<file path="src/rtl/vid_pkg.sv">
// Shared types and default widths for the raster timing generator.
package vid_pkg;

   localparam int unsigned CW_DEF   = 13;
   localparam int unsigned DIVW_DEF = 6;

   typedef enum logic [1:0] {
      IDLE = 2'd0,
      LOAD = 2'd1,
      RUN  = 2'd2
   } vt_state_e;

   // Timing fields for one axis (horizontal or vertical).
   typedef struct packed {
      logic [CW_DEF-1:0] size;
      logic [CW_DEF-1:0] tend;
      logic [CW_DEF-1:0] s_start;
      logic [CW_DEF-1:0] s_end;
      logic              pol;
   } axis_cfg_t;

endpackage

</file>
<file path="src/rtl/vid_axis_cnt.sv">
// One raster axis: position counter with wrap, shadowed timing fields,
// blank/sync decode and sync polarity. Outputs are registered from next-state values.
module vid_axis_cnt
   import vid_pkg::*;
#(
   parameter int unsigned CW = CW_DEF
) (
   input  logic          clk,
   input  logic          reset_n,
   input  logic          run_i,
   input  logic          clr_i,
   input  logic          step_i,
   input  logic          load_i,
   input  axis_cfg_t     cfg_i,
   input  logic          idle_pol_i,
   output logic [CW-1:0] cnt_o,
   output logic          blank_o,
   output logic          sync_o,
   output logic [CW-1:0] cnt_d_c,
   output logic          blank_d_c,
   output logic          wrap_c
);

   axis_cfg_t     cfg_q;
   axis_cfg_t     cfg_d;
   logic [CW-1:0] cnt_q;
   logic          blank_q;
   logic          sync_q;
   logic          sync_d;
   logic          sync_raw;

   // Wrap is judged against the fields of the frame in progress.
   always_comb begin
      wrap_c = step_i & (cnt_q == CW'(cfg_q.tend));
      cfg_d  = load_i ? cfg_i : cfg_q;

      cnt_d_c = cnt_q;
      if (clr_i) begin
         cnt_d_c = '0;
      end else if (step_i) begin
         cnt_d_c = wrap_c ? '0 : cnt_q + CW'(1);
      end
   end

   // Decode uses the fields that will be live when cnt_d_c is presented.
   always_comb begin
      sync_raw  = (cnt_d_c >= CW'(cfg_d.s_start)) & (cnt_d_c < CW'(cfg_d.s_end));
      blank_d_c = 1'b1;
      sync_d    = idle_pol_i;
      if (run_i) begin
         blank_d_c = cnt_d_c >= CW'(cfg_d.size);
         sync_d    = sync_raw ^ cfg_d.pol;
      end
   end

   always_ff @(posedge clk or negedge reset_n) begin
      if (!reset_n) begin
         cfg_q   <= '0;
         cnt_q   <= '0;
         blank_q <= 1'b1;
         sync_q  <= 1'b0;
      end else begin
         cfg_q   <= cfg_d;
         cnt_q   <= cnt_d_c;
         blank_q <= blank_d_c;
         sync_q  <= sync_d;
      end
   end

   assign cnt_o   = cnt_q;
   assign blank_o = blank_q;
   assign sync_o  = sync_q;

endmodule

</file>
<file path="src/rtl/vid_timing_gen.sv">
// Raster timing generator: enable FSM, pixel divider, frame-boundary shadowing
// and pixel/line/frame pulses around two axis counters.
module vid_timing_gen
   import vid_pkg::*;
#(
   parameter int unsigned CW   = CW_DEF,
   parameter int unsigned DIVW = DIVW_DEF
) (
   input  logic            clk,
   input  logic            reset_n,
   input  logic            en,
   input  logic [DIVW-1:0] pcnt,
   input  logic [CW-1:0]   hsize,
   input  logic [CW-1:0]   hend,
   input  logic [CW-1:0]   hs_start,
   input  logic [CW-1:0]   hs_end,
   input  logic [CW-1:0]   vsize,
   input  logic [CW-1:0]   vend,
   input  logic [CW-1:0]   vs_start,
   input  logic [CW-1:0]   vs_end,
   input  logic            hpol,
   input  logic            vpol,
   output logic            hsync,
   output logic            hblank,
   output logic            vsync,
   output logic            vblank,
   output logic [CW-1:0]   hcnt,
   output logic [CW-1:0]   vcnt,
   output logic            pix_ce,
   output logic            pix_rd,
   output logic            line_start,
   output logic            frame_start
);

   vt_state_e       state_q;
   vt_state_e       state_d;
   logic [DIVW-1:0] div_q;
   logic [DIVW-1:0] div_d;
   logic [DIVW-1:0] pcnt_q;
   logic [DIVW-1:0] pcnt_d;
   logic            pix_ce_q;
   logic            pix_ce_d;
   logic            pix_rd_q;
   logic            pix_rd_d;
   logic            line_start_q;
   logic            line_start_d;
   logic            frame_start_q;
   logic            frame_start_d;

   logic            run_q_c;
   logic            run_d_c;
   logic            clr_c;
   logic            tick_c;
   logic            load_c;
   logic            frame_wrap_c;

   axis_cfg_t       h_cfg;
   axis_cfg_t       v_cfg;
   logic [CW-1:0]   hcnt_d;
   logic [CW-1:0]   vcnt_d;
   logic            hblank_d;
   logic            vblank_d;
   logic            h_wrap;
   logic            v_wrap;

   // Next-state logic; en=0 in RUN abandons the frame immediately.
   always_comb begin
      state_d = state_q;
      case (state_q)
         IDLE:    if (en) state_d = LOAD;
         LOAD:    state_d = RUN;
         RUN:     if (!en) state_d = IDLE;
         default: state_d = IDLE;
      endcase
   end

   // Divider, shadow load and pulse generation.
   always_comb begin
      run_q_c      = (state_q == RUN);
      run_d_c      = (state_d == RUN);
      clr_c        = ~(run_q_c & run_d_c);
      tick_c       = run_q_c & run_d_c & (div_q == pcnt_q);
      frame_wrap_c = h_wrap & v_wrap;
      load_c       = (state_q == LOAD) | frame_wrap_c;
      pcnt_d       = load_c ? pcnt : pcnt_q;

      div_d = div_q + DIVW'(1);
      if (clr_c || tick_c) begin
         div_d = '0;
      end

      pix_ce_d      = run_d_c & (div_d == '0);
      pix_rd_d      = pix_ce_d & ~hblank_d & ~vblank_d;
      line_start_d  = pix_ce_d & (hcnt_d == '0);
      frame_start_d = line_start_d & (vcnt_d == '0);
   end

   always_comb begin
      h_cfg = '{size:    CW_DEF'(hsize),
                tend:    CW_DEF'(hend),
                s_start: CW_DEF'(hs_start),
                s_end:   CW_DEF'(hs_end),
                pol:     hpol};
      v_cfg = '{size:    CW_DEF'(vsize),
                tend:    CW_DEF'(vend),
                s_start: CW_DEF'(vs_start),
                s_end:   CW_DEF'(vs_end),
                pol:     vpol};
   end

   always_ff @(posedge clk or negedge reset_n) begin
      if (!reset_n) begin
         state_q       <= IDLE;
         div_q         <= '0;
         pcnt_q        <= '0;
         pix_ce_q      <= 1'b0;
         pix_rd_q      <= 1'b0;
         line_start_q  <= 1'b0;
         frame_start_q <= 1'b0;
      end else begin
         state_q       <= state_d;
         div_q         <= div_d;
         pcnt_q        <= pcnt_d;
         pix_ce_q      <= pix_ce_d;
         pix_rd_q      <= pix_rd_d;
         line_start_q  <= line_start_d;
         frame_start_q <= frame_start_d;
      end
   end

   // Horizontal axis steps on each pixel tick.
   vid_axis_cnt #(.CW(CW)) u_h (
      .clk        (clk),
      .reset_n    (reset_n),
      .run_i      (run_d_c),
      .clr_i      (clr_c),
      .step_i     (tick_c),
      .load_i     (load_c),
      .cfg_i      (h_cfg),
      .idle_pol_i (hpol),
      .cnt_o      (hcnt),
      .blank_o    (hblank),
      .sync_o     (hsync),
      .cnt_d_c    (hcnt_d),
      .blank_d_c  (hblank_d),
      .wrap_c     (h_wrap)
   );

   // Vertical axis steps on each horizontal wrap.
   vid_axis_cnt #(.CW(CW)) u_v (
      .clk        (clk),
      .reset_n    (reset_n),
      .run_i      (run_d_c),
      .clr_i      (clr_c),
      .step_i     (h_wrap),
      .load_i     (load_c),
      .cfg_i      (v_cfg),
      .idle_pol_i (vpol),
      .cnt_o      (vcnt),
      .blank_o    (vblank),
      .sync_o     (vsync),
      .cnt_d_c    (vcnt_d),
      .blank_d_c  (vblank_d),
      .wrap_c     (v_wrap)
   );

   assign pix_ce      = pix_ce_q;
   assign pix_rd      = pix_rd_q;
   assign line_start  = line_start_q;
   assign frame_start = frame_start_q;

endmodule

</file>
<file path="config.mk">
export PLATFORM = sky130hd
export DESIGN_NAME = vid_timing_gen
export DESIGN_NICKNAME = d
export VERILOG_FILES = /design/src/rtl/vid_pkg.sv /design/src/rtl/vid_axis_cnt.sv /design/src/rtl/vid_timing_gen.sv
export SDC_FILE = /design/constraint.sdc
export NUM_CORES = 1
export LEC_CHECK = 0
export ABC_AREA = 1
export BUFFER_PORTS_ARGS = -buffer_cell sky130_fd_sc_hd__buf_2
export CORE_MARGIN = 5
export CORE_UTILIZATION = 53
export CTS_BUF_LIST = sky130_fd_sc_hd__clkbuf_4
export CTS_CLUSTER_DIAMETER = 200
export DETAILED_ROUTE_END_ITERATION = 6
export PLACE_DENSITY = 0.81
export SLEW_MARGIN = 40
export SYNTH_ARGS = -nofsm -noshare
export SYNTH_HDL_FRONTEND = slang
export SYNTH_SLANG_ARGS = --single-unit
</file>
<file path="constraint.sdc">
create_clock -name clk -period 4.8 [get_ports clk]
set_input_delay 0.96 -clock clk [delete_from_list [all_inputs] [get_ports clk]]
set_output_delay 0.96 -clock clk [all_outputs]
set_load 0.01 [all_outputs]
</file>
==> run metrics <==
Chip Height 141 um; initial drt markers 635; GR Util met2 36.1%; Total Routing Usage GR 23.4%; routability cong. 0.907; port bufs 148; TritonCTS clock tree done; Multi-input gate area 0.00406 mm^2; Vias 7811; Setup Skew 14.5 ps; Yosys cell types 46; Final ANT Viol Nets 0; Register Area 0.00386 mm^2; Initial Utilization 54.3%; Internal Power 2.75 mW; ys async rst share 100%; Most Frequent Cell on Critical Path nand2_1; Top delay family on crit path simple AND/OR/NAND/NOR gates; row count 47; grt met1 use 32.7%; Slew @ Worst Pin 765 ps; I/O pins 149; Sequential Power Share 43.0%; Post-synth EDFFs 0; Startpoint Class register; fin nets 1501; fmax 255 MHz; final hold vios 0; max cap viols 0; Buf/Inv on CP 3; CORE AREA 0.0166 mm^2; RSZ-0062 raised after global routing false; Synth Instances 1153; Post-CTS Setup Repair Bufs 0; die width 141 um; peak per-stage delay on the critical path 570 ps; worst-skew pair later-pin latency 580 ps; die area 0.0198 mm^2; Util after Layout 62.1%; wire length per cell 14.7 um; grt ovf 0; ys flop type dfrtp_1; fin area 0.0103 mm^2; post-synthesis cell area 0.00903 mm^2; Post-DP HPWL 17.7 mm; final WL 22.7 mm; Max transition margin 48.6%; arrival time worst endpoint 4380 ps; Tot Pwr 4.60 mW; pwr dens 445 mW/mm^2; cts hold-fix bufs 0; sequential element share of the synthesized area 42.7%; syn nets 1344; CTS Root Buffer Type clkbuf_4; leakage power 5.76 nW; global route hottest layer met2; Setup TNS Final 0 ps; vias per cell 5.06; Fillers 1472; GR met3 Demand/Resource 5.49%; Gate power share 40.2%; final period utilization 81.7%; clk slew on worst S/H paths 120 ps; Area after DPL 0.0100 mm^2; max-slew violation count 0; register bit count reported by yosys 154; switch share 40.3%; Clock Path Buffers 2; worst hold path class in2async; post-cts repair resize count 0; vias in the first global route 7712; status finished, final reports clean; DRC violation count after routing 0; Worst Path Required 5250 ps; 1st-pass router iterations 7; critical path type reg2reg; initial antenna violation count 1; Critical Path Sink Type register; CTS buffer count 17; layout cell share with drive strength beyond 1 17.8%; Slowest cell on crit path dfrtp_1; Syn Area/Cell 7.83 um^2; switching pwr 1.85 mW; fin crit period 3920 ps; CP max FO 89; P&R area growth vs syn 14.3%; CTS Sinks 154; largest net degree at the start of global routing 106; Yosys warnings 0; VDD IR max 0.204 mV; Clock Power Share 16.8%; first-pass GRT wire length 37.3 mm; final setup violation count 0; htree depth 4
## logic make-up after synthesis
logic type | share of synthesized area [%]
flops | 42.7
simple gates | 20.3
mux | 1.37
xor+xnor | 1.16
fa+ha+maj | 10.5
compound gates | 11.4
buf+inv | 12.6
## state kept, by name (all words and copies together) (netlist names), 2 cells and up
register and cells:
pcnt_q 6, u_h.cfg_q 53, state_q 2, u_v.cnt_o 13, div_q 6, u_v.cfg_q 53, u_h.cnt_o 13
## through the flow
step	setup WS, ps	hold slack, ps	instances
floorplan	898	412	1153
finish	877	237	1544
detailed placement	638	445	1510
global route	425	201	1544
CTS	947	433	1542
global placement	757	435	1510
## placed cells by master, fill, tap and decap left out, drive strengths merged, types with 5 or more instances in the layout
cell,count
o21ai,130
a21oi,38
nand4,16
xor2,12
clkinvlp,5
clkbuf,18
dfrtp,152
nand3,36
nor4,5
inv,267
mux2,11
nand2,273
nor2,63
nor3,19
clkinv,6
ha,76
buf,162
## layer usage
metal / vias to the layer above / wire [um]
li1: 3944 / -
met1: 3573 / 10400
met2: 250 / 10400
met3: 44 / 1380
met4: 0 / 500
met5: - / 0
## path summary, 6_finish.rpt
check	to	cells past startpoint	slack [ps]	startpoint
worst max-delay path	u_h.sync_o	25	880	u_v.cnt_o[7]
worst min-delay path	u_v.cfg_q[47]	1	240	reset_n
worst max register to register	u_h.sync_o	25	880	u_v.cnt_o[7]
worst min register to register	state_q[0]	1	460	state_q[1]
max in group asynchronous	u_v.cfg_q[1]	3	3480	reset_n
min in group clk	state_q[0]	1	460	state_q[1]
## power by group through the flow
stage | Sequential (mW) | Combinational, mW | Clock (mW)
2_1_floorplan | 1.95 | 1.35 | 0
3_3_place_gp | 1.98 | 1.76 | 0
3_5_place_dp | 1.99 | 1.85 | 0
4_1_cts | 1.97 | 1.86 | 0.789
5_1_grt | 2.02 | 2.15 | 0.844
6_report | 1.98 | 1.85 | 0.774
## cell type report
cell class	count	area share, %
inverter	266	9.67
timing repair buffer	162	8.48
antenna	1	0.0242
tap	220	2.67
clock buffer	18	1.31
sequential	154	37.3
clock inverter	14	1.26
multi-input combinational	709	39.3
## synthesized netlist by cell type (4+ instances only)
master	count	area share, %
ha_1	76	11
nand2_1	267	11
xor2_1	12	1.2
clkbuf_1	8	0.33
mux2_2	11	1.4
dfrtp_1	152	42
nor3_1	16	0.89
nand3_1	33	1.8
nor2_2	4	0.28
nor4_1	5	0.35
inv_2	7	0.29
nand4_1	13	0.90
nor2_1	57	2.4
a31oi_1	4	0.28
nand2_2	4	0.28
inv_1	259	11
o21ai_0	126	7.0
buf_4	6	0.50
a21oi_1	38	2.1
buf_2	8	0.44
No activity file was read; power rests on OpenSTA's default activity.
